## src/rtl/jtframe_serjoy.sv

```systemverilog
// jtframe_serjoy: polls a daisy-chained PISO joystick chain (DB15 SNAC) and
// presents per-player button vectors, one complete frame per poll.
module jtframe_serjoy #(
  parameter int PLAYERS = 2,
  parameter int BITS    = 12,
  parameter int DIV     = 16,
  parameter int LOAD_W  = 2,
  parameter bit INV     = 1'b1
) (
  input  logic                      clk_sys,
  input  logic                      RESET,
  input  logic [2:0]                nplayers,
  input  logic                      joy_data,
  output logic                      joy_clk,
  output logic                      joy_load,
  output logic [PLAYERS*BITS-1:0]   joy_out,
  output logic                      frame_done,
  output logic                      active
);
  localparam int W  = PLAYERS*BITS;
  localparam int NW = $clog2(W+1);
  localparam int CW = $clog2(DIV);
  localparam int KW = $clog2(W+LOAD_W+1);
  typedef enum logic [1:0] {IDLE, LOAD, SHIFT, DONE} st_t;
  st_t st_q, st_d;
  logic [CW-1:0] cnt_q;
  logic [KW-1:0] k_q;
  logic [NW-1:0] n_q;
  logic [W-1:0]  sr_q, out_q, mask;
  logic [1:0]    sy_q;
  logic [2:0]    np;
  logic clk_q, fd_q, act_q, en, tick, load_end, shift_end;
  assign en        = nplayers != 3'd0;
  assign np        = nplayers > 3'(PLAYERS) ? 3'(PLAYERS) : nplayers;
  assign tick      = cnt_q == CW'(DIV-1);
  assign load_end  = tick && k_q == KW'(LOAD_W-1);
  assign shift_end = tick && !clk_q && k_q == KW'(n_q) - 1'b1;
  // samples enter at the top, so after N of them the first one sits at W-N
  assign mask      = {W{1'b1}} >> (W - int'(n_q));
  always_ff @(posedge clk_sys or posedge RESET)
    if (RESET) st_q <= IDLE;
    else st_q <= st_d;
  always_comb
    st_d = !en ? IDLE :
           st_q == IDLE  ? LOAD :
           st_q == LOAD  ? (load_end ? SHIFT : LOAD) :
           st_q == SHIFT ? (shift_end ? DONE : SHIFT) : IDLE;
  always_comb begin
    joy_load   = st_q != LOAD;
    joy_clk    = clk_q;
    frame_done = fd_q;
    active     = act_q;
    joy_out    = out_q;
  end
  always_ff @(posedge clk_sys or posedge RESET)
    if (RESET) begin
      sy_q  <= '0;
      cnt_q <= '0;
      k_q   <= '0;
      n_q   <= '0;
      sr_q  <= '0;
      out_q <= '0;
      clk_q <= 1'b1;
      fd_q  <= 1'b0;
      act_q <= 1'b0;
    end else begin
      sy_q  <= {sy_q[0], joy_data};
      act_q <= en;
      fd_q  <= en && st_q == DONE;
      cnt_q <= st_q == IDLE || tick ? '0 : cnt_q + 1'b1;
      k_q   <= st_d != st_q ? '0 : tick && (st_q == LOAD || !clk_q) ? k_q + 1'b1 : k_q;
      clk_q <= st_q != SHIFT || !en ? 1'b1 : tick ? !clk_q : clk_q;
      if (st_q == SHIFT && tick && clk_q) sr_q <= (sr_q >> 1) | (W'(sy_q[1]) << (W-1));
      if (st_q == IDLE) n_q <= NW'(np * BITS);
      out_q <= !en ? '0 : st_q == DONE ? ((sr_q >> (W - int'(n_q))) ^ {W{INV}}) & mask : out_q;
    end
endmodule
```

## config.mk

```make
export PLATFORM = sky130hd
export DESIGN_NAME = jtframe_serjoy
export DESIGN_NICKNAME = d
export VERILOG_FILES = /design/src/rtl/jtframe_serjoy.sv
export SDC_FILE = /design/constraint.sdc
export NUM_CORES = 1
export LEC_CHECK = 0
export CAP_MARGIN = 0
export CORE_ASPECT_RATIO = 1.2
export CORE_MARGIN = 4
export CORE_UTILIZATION = 56
export CTS_CLUSTER_SIZE = 12
export DETAILED_ROUTE_END_ITERATION = 12
export HOLD_SLACK_MARGIN = 0.03
export PLACE_DENSITY = 0.79
export RECOVER_POWER = 50
export SETUP_SLACK_MARGIN = 0.1
export SLEW_MARGIN = 15
export SYNTH_ARGS = -nofsm -noshare
export SYNTH_HDL_FRONTEND = slang
export SYNTH_SLANG_ARGS = --single-unit
```

## constraint.sdc

```tcl
create_clock -name clk_sys -period 3.1 [get_ports clk_sys]
set_input_delay 0.775 -clock clk_sys [delete_from_list [all_inputs] [get_ports clk_sys]]
set_output_delay 0.775 -clock clk_sys [all_outputs]
set_load 0.1 [all_outputs]
```

-- Word level (Yosys, flattened, before mapping)
Index checks and enable logic that the tools add are counted.
Widths: inputs -> output; s select.
- register bits: 67
- input bits: 6
- output and inout port bits: 28
- word-level logic and storage cells: 61
- add/subtract/negate cells: 4
- multiply operators: 1
- order comparisons: 1
- equal/unequal tests: 10
- shifts and indexed selects: 2
- muxes and demuxes: 14
- bitwise operators: 3
- reduce and logical (&&, ||, !) cells: 16
- operators by type and width (cell ; count):
    $mux 24 ; 2
    $shr 24x32->24 ; 1
    $shr 24x32->24 const A ; 1
    $and 24x24->24 ; 1
    $not 24->24 ; 1
    $or 23x24->24 ; 1
    $mux 2 ; 5
    $mux 5 ; 2
    $logic_and 1x1->1 ; 7
    $sub 5x5->6 const A ; 1
    $add 5x1->5 const B ; 1
    $eq 5x1->1 const B ; 1
    $eq 5x5->1 ; 1
    $sub 5x1->5 const B ; 1
    $add 4x1->4 const B ; 1
    $eq 2x2->1 const B ; 2
    $eq 4x4->1 const B ; 1
    $mux 4 ; 1
    $ne 2x1->1 const B ; 2
    $reduce_bool 2->1 ; 2
    $gt 3x2->1 const B ; 1
    $logic_or 1x1->1 ; 3
    $mul 3x2->3 const B ; 1
    $mux 1 ; 3
    other kinds (7) ; 8

-- Logic depth before layout (Yosys ltp)
- word-level depth: 10
- mapped depth: 8
- depth with buffers taken out: 6

-- Worst setup path after synthesis
No wires, ideal clock.
- path kind: reg2reg
- start: register n_q[2]
- end: register k_q[1]
- library setup time: 153 ps
- data arrival time: 2159 ps
- data required time: 2947 ps
- setup slack: 788 ps
- cell stages (with the launch flop): 8
- path buffers: 1
- clock period less this slack: 2312 ps
- path through: dfrtp_1 buf_2 clkinv_1 ha_1 xnor2_1 or3_1 o21ai_0 a221oi_1
- cells in the longest elaborated chain, start to end: 10
- elaborated cells on any way between the ends: 11
- those cells by class: 1 x add/sub; 2 x eq/ne; 6 x mux; 2 x reduce/logical
- ends and longest elaborated chain (item ; line ; text):
    from (decl) ; 28 ; logic [NW-1:0] n_q;
    from (signal assigned) ; 74 ; if (st_q == IDLE) n_q <= NW'(np * BITS);
    $sub 5x1->5 (*) ; 37 ; assign shift_end = tick && !clk_q && k_q == KW'(n_q) - 1'b1;
    $eq 5x5->1 (*) ; 37 ;
    $logic_and 1x1->1 (*) ; 37 ;
    $mux 1 (*) ; 47 ; st_q == SHIFT ? (shift_end ? DONE : SHIFT) : IDLE;
    $mux 2 (*) ; 47 ;
    $mux 2 (*) ; 46 ; st_q == LOAD ? (load_end ? SHIFT : LOAD) :
    $mux 2 (*) ; 45 ; st_q == IDLE ? LOAD :
    $mux 2 (*) ; 44 ; st_d = !en ? IDLE :
    $ne 2x2->1 (*) ; 71 ; k_q <= st_d != st_q ? '0 : tick && (st_q == LOAD || !clk_q) ? k_q + 1'b1 : k_q;
    $mux 5 or $reduce_bool 2->1 (tied branches) ; n/a ;
    to (signal assigned) ; 71 ;
    to (decl) ; 27 ; logic [KW-1:0] k_q;
Every way passes the cells marked *; elsewhere a longest branch is shown, timed or not.
A chain may end at the register's enable or synchronous reset.

-- Worst setup path in the final report
- start: register cnt_q[0]
- end: register sr_q[11]
- cells in the longest elaborated chain, start to end: 3
- ends and longest elaborated chain (item ; line ; text):
    from (decl) ; 26 ; logic [CW-1:0] cnt_q;
    from (signal assigned) ; 70 ; cnt_q <= st_q == IDLE || tick ? '0 : cnt_q + 1'b1;
    $eq 4x4->1 ; 35 ; assign tick = cnt_q == CW'(DIV-1);
    $logic_and 1x1->1 (2 in a row) ; 73 ; if (st_q == SHIFT && tick && clk_q) sr_q <= (sr_q >> 1) | (W'(sy_q[1]) << (W-1));
    to (signal assigned) ; 73 ;
    to (decl) ; 29 ; logic [W-1:0] sr_q, out_q, mask;
Every way passes these cells.

==> out/results.tsv <==
stage	metric	value	unit
setup_path	worst-path cell chain	ha_1 -> nand3_4 -> nor4_4 -> clkbuf_1 -> mux2_2	
cells_and_area	layout cells sized above 1	24.2	%
yosys	Yosys top cell area share	51.2	%
clocking	total CTS buffers	9	
routing	Via density	6.07	
clocking	Max H-tree Level	3	
timing	max-slew violation total from the final report	0	
routing	1st-iter DRT viols	137	
clocking	CTS Hold Buffers Added	0	
setup_path	Worst EP arrival	2.73	ns
cells_and_area	Ant. Diodes	0	
yosys	Synth Net Count	294	
run	max-cap viol count	0	
yosys	Async SR Flop Fraction	100	%
cells_and_area	nets	333	
setup_path	R2R depth	5	
grt	Overflow after GRT	0	
clocking	Resized cells post-CTS	0	
routing	drt drc	0	
yosys	Synth Register Bits	67	
timing	Slew headroom	11.0	%
timing	Setup TNS	0	ns
setup_path	CP Launch Type	flop	
setup_path	delay-heaviest family, CP	buffers and inverters	
pwr	Total Power	2780	uW
grt	Global Route Usage Sum	20.4	%
timing	Tcrit/Tclk final	81.5	%
setup_path	Critical Path Max Stage Delay	1.00	ns
setup_path	Max FO, Critical Path	28	
yosys	library cells used by synthesis	47	
setup_path	Crit. End Element	flop	
routing	antenna viol nets, final	0	
timing	Tmin final	2.53	ns
yosys	post-synthesis instance area	3230	um^2
timing	RSZ-0062 raised after global routing	false	
setup_path	WP depth	5	
worst_hold_path	class of the worst hold path	reg2reg	
grt	first-pass GRT wire length	11.3	mm
cells_and_area	design area	3770	um^2
die	Die Ht	91.1	um
die	Die Area	7040	um^2
worst_hold_path	hold_sp	sy_q[0]$_DFF_PP0_	
worst_hold_path	hold depth	0	
yosys	Synth Warn #	0	
setup_path	Buf+Inv Stages, Crit Path	1	
timing	count of final hold-check violations	0	
placement	dpl hpwl	5.13	mm
setup_path	flop2flop setup slack	0.57	ns
cells_and_area	Post-Route Utilization	67.0	%
clocking	worst skew pair latency	0.33	ns
clocking	maximum buffer depth of the clock tree	2	
yosys	Yosys top cell by area	dfrtp_1	
placement	placed cell areas	3550	um^2
cells_and_area	Fillers	440	
yosys	Mapped Cells	283	
setup_path	critical path class	reg2reg	
die	core outline area	5630	um^2
die	Starting Density	57.3	%
worst_hold_path	Worst Hold End	sy_q[1]$_DFF_PP0_	
grt	largest net degree at the start of global routing	29	
routing	first drt pass iteration count	4	
clocking	CTS tree	built	
pwr	Leak Pwr	0.00177	uW
clocking	CTS root buf	clkbuf_8	
placement	routability cong.	0.903	
timing	Final Skew	0.00795	ns
die	num rows	30	
setup_path	CP required	3.31	ns
routing	WL final	6.85	mm
grt	initial antenna violation count	0	
cells_and_area	synthesis-to-layout area growth	16.9	%
yosys	sequential area share after synthesis	52.0	%
routing	drt wl/cell	17.5	um
yosys	Synth top cells by count	66 x dfrtp_1, 23 x nand2_1, 18 x mux2_2, 18 x o21ai_0, 13 x a21oi_1	
timing	worst-margin pin slew	1.33	ns
clocking	clock sinks	67	
grt	vias in the first global route	2355	
yosys	Main synth FF type	dfrtp_1	
pwr	cell area power density	737	nW/um^2
yosys	Avg Cell Area, Syn	11.4	um^2
setup_path	FF-to-FF Start	cnt_q[0]$_DFF_PP0_	
routing	vias after detailed routing	2374	
pwr	Worst VDD drop	0.409	mV
yosys	dominant cells by area after synthesis	dfrtp_1 51%, mux2_2 6.3%, a22o_1 3.3%	
setup_path	reg-to-reg endpoint	sr_q[11]$_DFFE_PP0P_	
yosys	top-count cell post-synth	dfrtp_1	
placement	Buffers on Ports	33	
timing	fmax	396	MHz
clocking	clock slew at reported path FFs	0.07	ns
die	Ports	34	
status	outcome	completed	
clocking	Setup Buffers After CTS	0	
yosys	Post-synth EDFFs	0	
timing	final setup vio count	0	
die	Die X	77.3	um
setup_path	CP max stage cell	clkbuf_1	
[state kept, by name (all words and copies together) (netlist names)]
register,count
joy_out,24
st_q,2
n_q,3
sr_q,24
cnt_q,4
joy_clk,1
sy_q,2
active,1
frame_done,1
k_q,5
[metal layers]
metal  up-vias  global-route usage (%)  wire [um]
li1       1115                       -          -
met1      1137                    25.1       2810
met2       101                    33.6       3410
met3        21                    5.36        411
met4         0                    9.35        220
met5         -                       0          0
[per-stage QoR]
stage          hold WS, ns  std cells  setup slack, ns
2_1_floorplan        0.331        283            0.643
3_3_place_gp         0.332        375            0.529
3_5_place_dp         0.336        375            0.459
4_1_cts              0.352        391            0.727
5_1_grt              0.356        391            0.372
6_report             0.351        391            0.574
[kinds of logic after synthesis]
kind of cell / after synthesis / share of synthesized area [%]
and+or+nand+nor: 65 / 10.9
muxes: 28 / 11.0
adders and majority gates: 5 / 1.94
AOI/OAI and AO/OA: 80 / 16.6
buffers and inverters: 27 / 4.11
xor gates and xnor gates: 11 / 3.41
DFF: 67 / 52.0
[power breakdown]
| part | total, uW | switching [uW] | internal (uW) |
|---|---|---|---|
| combinational | 924 | 679 | 245 |
| clock | 799 | 306 | 492 |
| sequential | 1060 | 85.3 | 972 |
| total | 2780 | 1070 | 1710 |
[layout make-up]
class                           instances  area [um^2]  area share (%)
Clock inverter                          5         75.1            1.99
Tap cell                               64         80.1            2.12
Multi-Input combinational cell        189         1420            37.6
Sequential cell                        67         1680            44.5
Timing Repair Buffer                   41          314            8.33
Inverter                               14         52.6            1.39
Clock buffer                           11          151            4.02
[layout by cell type, fill, tap and decap left out, types with 3 or more instances in the layout]
cell	instances
a21oi_1	12
a221oi_1	5
a22o_1	12
a22oi_1	12
a31oi_1	4
and2_1	7
and3_1	3
buf_4	34
clkbuf_8	11
clkinv_2	3
dfrtp_1	66
dlygate4sd3_1	3
ha_1	5
inv_1	12
mux2_2	18
mux2i_1	4
mux4_2	4
nand2_1	23
nand2b_1	3
nor2_1	9
nor2b_1	6
nor3_1	3
o21ai_0	18
o22ai_1	4
o31ai_1	4
xnor2_1	9
[worst max path at each step]
| stage | start | end | slack [ns] |
|---|---|---|---|
| detailed placement | nplayers[0] | joy_out[0]$_DFFE_PP0P_ | 0.46 |
| floorplan | RESET | active$_DFF_PP0_ | 0.64 |
| CTS | n_q[2]$_DFFE_PP0P_ | k_q[1]$_DFFE_PP0P_ | 0.73 |
| global route | cnt_q[0]$_DFF_PP0_ | sr_q[22]$_DFFE_PP0P_ | 0.37 |
| global placement | nplayers[2] | joy_out[19]$_DFFE_PP0P_ | 0.53 |
| finish | cnt_q[0]$_DFF_PP0_ | sr_q[11]$_DFFE_PP0P_ | 0.57 |
No activity file was read; power rests on OpenSTA's default activity.
